[src/rtl/invader_move_tracker_pkg.sv]
// Shared constants and types for the invader formation: leg limits, position
// bounds, screen geometry, run-control states and the sequencer command word.
package invader_move_tracker_pkg;

    // Default prescaler divide: 10 Hz move tick at 25 MHz
    localparam int unsigned TICK_DIV_DEFAULT = 2_500_000;

    // Step counter and leg limits
    localparam int unsigned CNT_W = 9;
    localparam int unsigned LIM1  = 250;
    localparam int unsigned LIM2  = 300;
    localparam int unsigned LIM3  = 250;

    // Formation position
    localparam int unsigned X_W     = 10;
    localparam int unsigned Y_W     = 10;
    localparam int unsigned X_START = 320;
    localparam int unsigned Y_START = 40;
    localparam int unsigned X_MIN   = 0;
    localparam int unsigned X_MAX   = 639;
    localparam int unsigned DROP    = 16;
    localparam int unsigned Y_LIMIT = 400;

    // Screen geometry used by the renderer
    localparam int unsigned SCREEN_W = 640;
    localparam int unsigned SCREEN_H = 480;

    // Run-control states
    typedef enum logic [1:0] {
        ST_RUN   = 2'd0,
        ST_PAUSE = 2'd1,
        ST_DONE  = 2'd2
    } run_state_e;

    // One-cycle command word from the movement sequencer
    typedef struct packed {
        logic sm;       // step right
        logic rs;       // step left
        logic rst_mov;  // leg complete: clear counter, drop one row
    } move_cmd_t;

    // Saturating increment of the step counter
    function automatic logic [CNT_W-1:0] cnt_sat_inc(input logic [CNT_W-1:0] v);
        return (v == {CNT_W{1'b1}}) ? v : v + CNT_W'(1);
    endfunction

endpackage

[src/rtl/invader_move_tracker_if.sv]
// Sequencer <-> tracker bus.
//   master (sequencer): drives en, Sm, Rs, RstMov; reads tick, flags, position
//   slave  (tracker)  : the reverse
interface invader_move_tracker_if;
    import invader_move_tracker_pkg::*;

    logic           en;
    logic           Sm;
    logic           Rs;
    logic           RstMov;
    logic           mueva;
    logic           M1;
    logic           M2;
    logic           M3;
    logic [X_W-1:0] posx;
    logic [Y_W-1:0] posy;
    logic           invaded;
    logic           proto_err;

    modport master (
        output en, Sm, Rs, RstMov,
        input  mueva, M1, M2, M3, posx, posy, invaded, proto_err
    );

    modport slave (
        input  en, Sm, Rs, RstMov,
        output mueva, M1, M2, M3, posx, posy, invaded, proto_err
    );

endinterface

[src/rtl/invader_move_tracker_tick_prescaler.sv]
// Free-running divider producing a registered one-cycle pulse every TICK_DIV
// enabled cycles.
//   clk      in  clock, rising edge
//   rst      in  synchronous active-high reset
//   en_i     in  1 = advance the count; 0 = hold it, no pulse
//   clear_i  in  restart count from 0 and suppress the pulse
//   pulse_o  out one-cycle pulse in the cycle after the count wraps to 0
module tick_prescaler #(
    parameter int unsigned TICK_DIV = 4
) (
    input  logic clk,
    input  logic rst,
    input  logic en_i,
    input  logic clear_i,
    output logic pulse_o
);

    localparam int unsigned CW = (TICK_DIV > 1) ? $clog2(TICK_DIV) : 1;

    logic [CW-1:0] cnt_q, cnt_d;
    logic          pulse_q, pulse_d;
    logic          wrap_c;

    assign wrap_c = (cnt_q == CW'(TICK_DIV - 1));

    // Next count and pulse
    always_comb begin
        cnt_d   = cnt_q;
        pulse_d = 1'b0;
        if (clear_i) begin
            cnt_d = '0;
        end else if (en_i) begin
            cnt_d   = wrap_c ? '0 : cnt_q + CW'(1);
            pulse_d = wrap_c;
        end
    end

    always_ff @(posedge clk) begin
        if (rst) begin
            cnt_q   <= '0;
            pulse_q <= 1'b0;
        end else begin
            cnt_q   <= cnt_d;
            pulse_q <= pulse_d;
        end
    end

    assign pulse_o = pulse_q;

endmodule

[src/rtl/invader_move_tracker.sv]
// Invader formation tracker: generates the move tick, applies sequencer step
// and leg-complete commands to the step counter and formation position, and
// returns leg-limit flags. Run-control FSM tracks RUN / PAUSE / DONE.
//   CLK  in  clock, rising edge
//   RST  in  synchronous active-high reset
//   bus  slave modport: en/Sm/Rs/RstMov in; mueva, M1..M3, posx, posy,
//        invaded, proto_err out
module invader_move_tracker
    import invader_move_tracker_pkg::*;
#(
    parameter int unsigned TICK_DIV = TICK_DIV_DEFAULT
) (
    input  logic                  CLK,
    input  logic                  RST,
    invader_move_tracker_if.slave bus
);

    localparam int unsigned YS_W = Y_W + 1;

    run_state_e       state_q, state_d;
    logic [CNT_W-1:0] movidas_q, movidas_d;
    logic [X_W-1:0]   posx_q, posx_d;
    logic [Y_W-1:0]   posy_q, posy_d;
    logic             invaded_q, invaded_d;
    logic             proto_err_q, proto_err_d;

    move_cmd_t        cmd_c;
    logic [YS_W-1:0]  posy_sum_c;
    logic [Y_W-1:0]   posy_drop_c;
    logic             tick_en_c;
    logic             tick_clr_c;
    logic             tick_pulse;

    assign cmd_c = '{sm: bus.Sm, rs: bus.Rs, rst_mov: bus.RstMov};

    // Row drop with saturation at the top of the y range
    assign posy_sum_c  = {1'b0, posy_q} + YS_W'(DROP);
    assign posy_drop_c = posy_sum_c[Y_W] ? {Y_W{1'b1}} : posy_sum_c[Y_W-1:0];

    // Command decode: RstMov dominates, Sm+Rs together is a no-op error
    always_comb begin
        movidas_d   = movidas_q;
        posx_d      = posx_q;
        posy_d      = posy_q;
        proto_err_d = proto_err_q;

        if (cmd_c.rst_mov) begin
            movidas_d = '0;
            posy_d    = posy_drop_c;
            if (cmd_c.sm || cmd_c.rs) begin
                proto_err_d = 1'b1;
            end
        end else if (cmd_c.sm && cmd_c.rs) begin
            proto_err_d = 1'b1;
        end else if (cmd_c.sm) begin
            movidas_d = cnt_sat_inc(movidas_q);
            if (posx_q < X_W'(X_MAX)) begin
                posx_d = posx_q + X_W'(1);
            end
        end else if (cmd_c.rs) begin
            movidas_d = cnt_sat_inc(movidas_q);
            if (posx_q > X_W'(X_MIN)) begin
                posx_d = posx_q - X_W'(1);
            end
        end

        // Formation is frozen once it has reached the ground
        if (invaded_q) begin
            posx_d = posx_q;
            posy_d = posy_q;
        end

        invaded_d = invaded_q | (posy_d >= Y_W'(Y_LIMIT));
    end

    // Run-control next state
    always_comb begin
        state_d = state_q;
        unique case (state_q)
            ST_RUN:   if (!bus.en) state_d = ST_PAUSE;
            ST_PAUSE: if (bus.en)  state_d = ST_RUN;
            ST_DONE:  state_d = ST_DONE;
            default:  state_d = ST_RUN;
        endcase
        if (invaded_d) begin
            state_d = ST_DONE;
        end
    end

    // Tick stops in the same edge the invasion is registered, so no stray pulse
    assign tick_clr_c = (state_d == ST_DONE);
    assign tick_en_c  = bus.en && !tick_clr_c;

    tick_prescaler #(
        .TICK_DIV (TICK_DIV)
    ) u_tick (
        .clk     (CLK),
        .rst     (RST),
        .en_i    (tick_en_c),
        .clear_i (tick_clr_c),
        .pulse_o (tick_pulse)
    );

    always_ff @(posedge CLK) begin
        if (RST) begin
            state_q     <= ST_RUN;
            movidas_q   <= '0;
            posx_q      <= X_W'(X_START);
            posy_q      <= Y_W'(Y_START);
            invaded_q   <= 1'b0;
            proto_err_q <= 1'b0;
        end else begin
            state_q     <= state_d;
            movidas_q   <= movidas_d;
            posx_q      <= posx_d;
            posy_q      <= posy_d;
            invaded_q   <= invaded_d;
            proto_err_q <= proto_err_d;
        end
    end

    // Leg flags compare the registered counter directly
    assign bus.M1        = (movidas_q >= CNT_W'(LIM1));
    assign bus.M2        = (movidas_q >= CNT_W'(LIM2));
    assign bus.M3        = (movidas_q >= CNT_W'(LIM3));
    assign bus.mueva     = tick_pulse;
    assign bus.posx      = posx_q;
    assign bus.posy      = posy_q;
    assign bus.invaded   = invaded_q;
    assign bus.proto_err = proto_err_q;

endmodule

[src/flat_wrapper.sv]
// flat-port wrapper written by rule: the top's interface ports become plain ports
module invader_move_tracker_flat import invader_move_tracker_pkg::*;
#(
    parameter int unsigned TICK_DIV = TICK_DIV_DEFAULT
)
  (CLK, RST, bus_en, bus_Sm, bus_Rs, bus_RstMov, bus_mueva, bus_M1, bus_M2, bus_M3, bus_posx, bus_posy, bus_invaded, bus_proto_err);
  invader_move_tracker_if bus_i ();
  input  logic CLK;
  input  logic RST;
  input wire logic [$bits(bus_i.en)-1:0] bus_en;
  input wire logic [$bits(bus_i.Sm)-1:0] bus_Sm;
  input wire logic [$bits(bus_i.Rs)-1:0] bus_Rs;
  input wire logic [$bits(bus_i.RstMov)-1:0] bus_RstMov;
  output wire logic [$bits(bus_i.mueva)-1:0] bus_mueva;
  output wire logic [$bits(bus_i.M1)-1:0] bus_M1;
  output wire logic [$bits(bus_i.M2)-1:0] bus_M2;
  output wire logic [$bits(bus_i.M3)-1:0] bus_M3;
  output wire logic [$bits(bus_i.posx)-1:0] bus_posx;
  output wire logic [$bits(bus_i.posy)-1:0] bus_posy;
  output wire logic [$bits(bus_i.invaded)-1:0] bus_invaded;
  output wire logic [$bits(bus_i.proto_err)-1:0] bus_proto_err;
  assign bus_i.en = bus_en;
  assign bus_i.Sm = bus_Sm;
  assign bus_i.Rs = bus_Rs;
  assign bus_i.RstMov = bus_RstMov;
  assign bus_mueva = bus_i.mueva;
  assign bus_M1 = bus_i.M1;
  assign bus_M2 = bus_i.M2;
  assign bus_M3 = bus_i.M3;
  assign bus_posx = bus_i.posx;
  assign bus_posy = bus_i.posy;
  assign bus_invaded = bus_i.invaded;
  assign bus_proto_err = bus_i.proto_err;
  invader_move_tracker #(.TICK_DIV(TICK_DIV)) u_core (.CLK(CLK), .RST(RST), .bus(bus_i));
endmodule
[config.mk]
export PLATFORM = sky130hd
export DESIGN_NAME = invader_move_tracker_flat
export DESIGN_NICKNAME = d
export VERILOG_FILES = /design/src/rtl/invader_move_tracker_pkg.sv /design/src/rtl/invader_move_tracker_if.sv /design/src/rtl/invader_move_tracker_tick_prescaler.sv /design/src/rtl/invader_move_tracker.sv /design/src/flat_wrapper.sv
export SDC_FILE = /design/constraint.sdc
export NUM_CORES = 1
export LEC_CHECK = 0
export ABC_AREA = 1
export BUFFER_PORTS_ARGS = -buffer_cell sky130_fd_sc_hd__buf_2
export CAP_MARGIN = 15
export CORE_AREA = 2 2 89 91
export CTS_CLUSTER_SIZE = 20
export DETAILED_ROUTE_END_ITERATION = 8
export DIE_AREA = 0 0 91 93
export GPL_TIMING_DRIVEN = 0
export PLACE_DENSITY = 0.73
export RECOVER_POWER = 25
export SLEW_MARGIN = 30
export SYNTH_ARGS = -nofsm -noshare
export SYNTH_HDL_FRONTEND = slang
export SYNTH_SLANG_ARGS = --single-unit
[constraint.sdc]
create_clock -name CLK -period 5.13 [get_ports CLK]
set_input_delay 1.026 -clock CLK [delete_from_list [all_inputs] [get_ports CLK]]
set_output_delay 1.026 -clock CLK [all_outputs]
set_load 0.03 [all_outputs]
==> reports/metrics.cfg <==
[route]
met2_wirelength_um=4074
via_per_inst=5.191
drc=0
met1_length_um=4106
drt_iter0_drc=148
vias=3535
routed_wl_um=8671
dr.pass1.iters=4
wire_per_inst_um=12.73
wl_met3_um=359
top_layer=met4
postRouteAntennaNets=0

[cells_and_area]
drive_above_1_share_pct=13.99
insertedDiodeCount=0
layout_common_cells=nand2_1 (122), nor2_1 (77), inv_1 (68), dfxtp_1 (56), nand3_1 (33)
fin_cells=681
layout_commonest_cell=nand2_1
syn2layout_area_growth_pct=9.227
nets=598
fin_util_pct=53.32

[clock_tree]
holdBufCountCts=0
cts-buffers-inserted=5
clk_path_buf_depth=2
cts_setup_buffers=0
cts_root_buffer=clkbuf_8
cts_repair_resize_count=0
path_clk_slew_ns=0.11
clock_sinks=56
clock_latency_ns=0.32
h-tree-depth=2
cts_tree=built

[global_route]
grt_first_pass_wirelength_um=14820
gr-total-overflow=0
grt_max_degree=20
grt_pass1_vias=3286
grt_antenna_before_repair=0
grtUsageTotal_pct=21.15

[die]
ioPinCount=32
die_h_um=93
die_w_um=91
start_util_pct=48.82
fp-row-count=32
die_area_um2=8463
core-area_um2=7527

[yosys]
synth_edf_count=0
ys_types=38
synth_area_um2=3675
yosysSeqAreaShare_pct=30.51
synthesis.nets=561
synth_area_per_cell_um2=6.793
synthTopCellsByArea=dfxtp_1 (31%), nand2_1 (12%), nor2_1 (7.8%)
synth_seq_cells=56
async_reset_ff_share_pct=0
ys.flop_type=dfxtp_1
yosysTopAreaCell=dfxtp_1
synth_top_area_share_pct=30.51
synth_cells=541
yosysWarnings=0

[power_and_ir_drop]
leakagePower_nw=1.629
ir_drop_v=0.0001310
seqPwrFrac_pct=48.4
powerDensity_nw_per_um2=247.3
fin_total_pwr_uw=992.5
combinationalPowerShare_pct=25.6
netSwitchingFraction_pct=35.78
power_switching_uw=355.1
power.internal_uw=637.4
clock_power_share_pct=26.0

[setup_path]
r2r_cells=12
end_kind=flip-flop
crit_arrival_ns=3.13
cp_max_fo=10
critPathKind=in -> reg
critPathLaunchType=input port
crit_required_ns=5.40

[placed_design]
gp_congestion=0.9399
numPortBuffers=30
place_inst=673
hpwl_um=6623

[worst_hold_path]
worstHoldPathCells=1
hp-class=reg -> reg

[sta]
fmax_mhz=349.3
worst_pin_slew_ns=0.5158
rsz0062_at_grt=false
timing.hold.ws_ns=0.4463
drv_slew=0
slew_headroom_pct=65.62
fin_crit_ns=2.863
fin_setup_tns_ns=0
setup_viol=0
clock_skew_ns=0.004980
finalHoldViolCount=0
min_period_over_period_pct=55.80

[run]
cap_violations=0

[outcome]
status=complete, no violations

## worst max-delay path, stage by stage
cell	delay (ns)
clkbuf_1	0.32
clkinv_1	0.15
nor2_1	0.29
nand3_1	0.33
nand3_1	0.21
nand2_1	0.07
inv_1	0.12
nand2_4	0.08
nand4_4	0.10
buf_4	0.20
nand2_1	0.09
a21oi_2	0.13
## sequential cells by signal, indices dropped and copies added, names as in the netlist
| name | count |
|---|---|
| u_core.u_tick.cnt_q | 22 |
| u_core.bus.posx | 10 |
| u_core.bus.posy | 10 |
| u_core.movidas_q | 9 |
| u_core.state_q | 2 |
| u_core.bus.invaded | 1 |
| u_core.bus.proto_err | 1 |
| u_core.u_tick.pulse_o | 1 |
## Yosys cell counts, types with 3 or more instances
cell type	count
ha_1	13
buf_4	5
nand3_1	31
a21oi_1	22
o21ai_0	21
a21oi_2	21
a31oi_1	3
inv_2	3
nand4_1	28
xor2_1	18
nor2_1	76
nor4_1	3
o21ai_1	3
clkbuf_1	4
dfxtp_1	56
nand2_2	4
xnor2_1	5
nand2_1	122
nor3_1	8
buf_2	4
inv_1	67
## cell type report
type	instances	area, um2
fill	807	3513
multi-input combinational	399	2161
sequential	56	1121
inverter	71	267.8
timing repair buffer	30	145.1
tap	102	127.6
buffer	15	95.09
clock buffer	5	68.82
clock inverter	3	27.53
## power groups by stage
stage                     Clock, mW  Combinational, mW  Sequential (mW)
after floorplan                   0              0.171            0.510
after global placement            0              0.249            0.490
after detailed placement          0              0.255            0.490
after CTS                     0.269              0.256            0.481
after global routing          0.289              0.283            0.485
final                         0.258              0.254            0.480
## kinds of logic after synthesis
group                      synth area share [%]
and+or+nand+nor                           35.65
buffers and inverters                     9.874
AOI/OAI and AO/OA                         13.52
DFF                                       30.51
xor gates and xnor gates                  5.482
adders and majority gates                 4.971
## metrics by stage
step	area, um2	setup WS, ns
2_1_floorplan	3675	2.470
3_3_place_gp	3953	2.267
3_5_place_dp	3953	2.233
4_1_cts	4049	2.503
5_1_grt	4014	2.088
6_report	4014	2.267
## per-layer routing
| metal | vias up | track usage, % |
|---|---|---|
| met5 | - | 0 |
| met4 | 0 | 6.944 |
| met3 | 13 | 3.707 |
| met2 | 71 | 35.80 |
| met1 | 1610 | 27.39 |
| li1 | 1841 | - |
## worst paths after layout
check                                        start                 endpoint  slack (ns)
worst min-delay path             u_core.state_q[1]        u_core.state_q[0]        0.45
worst min register to register   u_core.state_q[1]        u_core.state_q[0]        0.45
worst max register to register  u_core.bus.posy[5]  u_core.u_tick.cnt_q[17]        2.90
worst max-delay path                    bus_RstMov  u_core.u_tick.cnt_q[17]        2.27
Power figures use the tool's default switching activity.
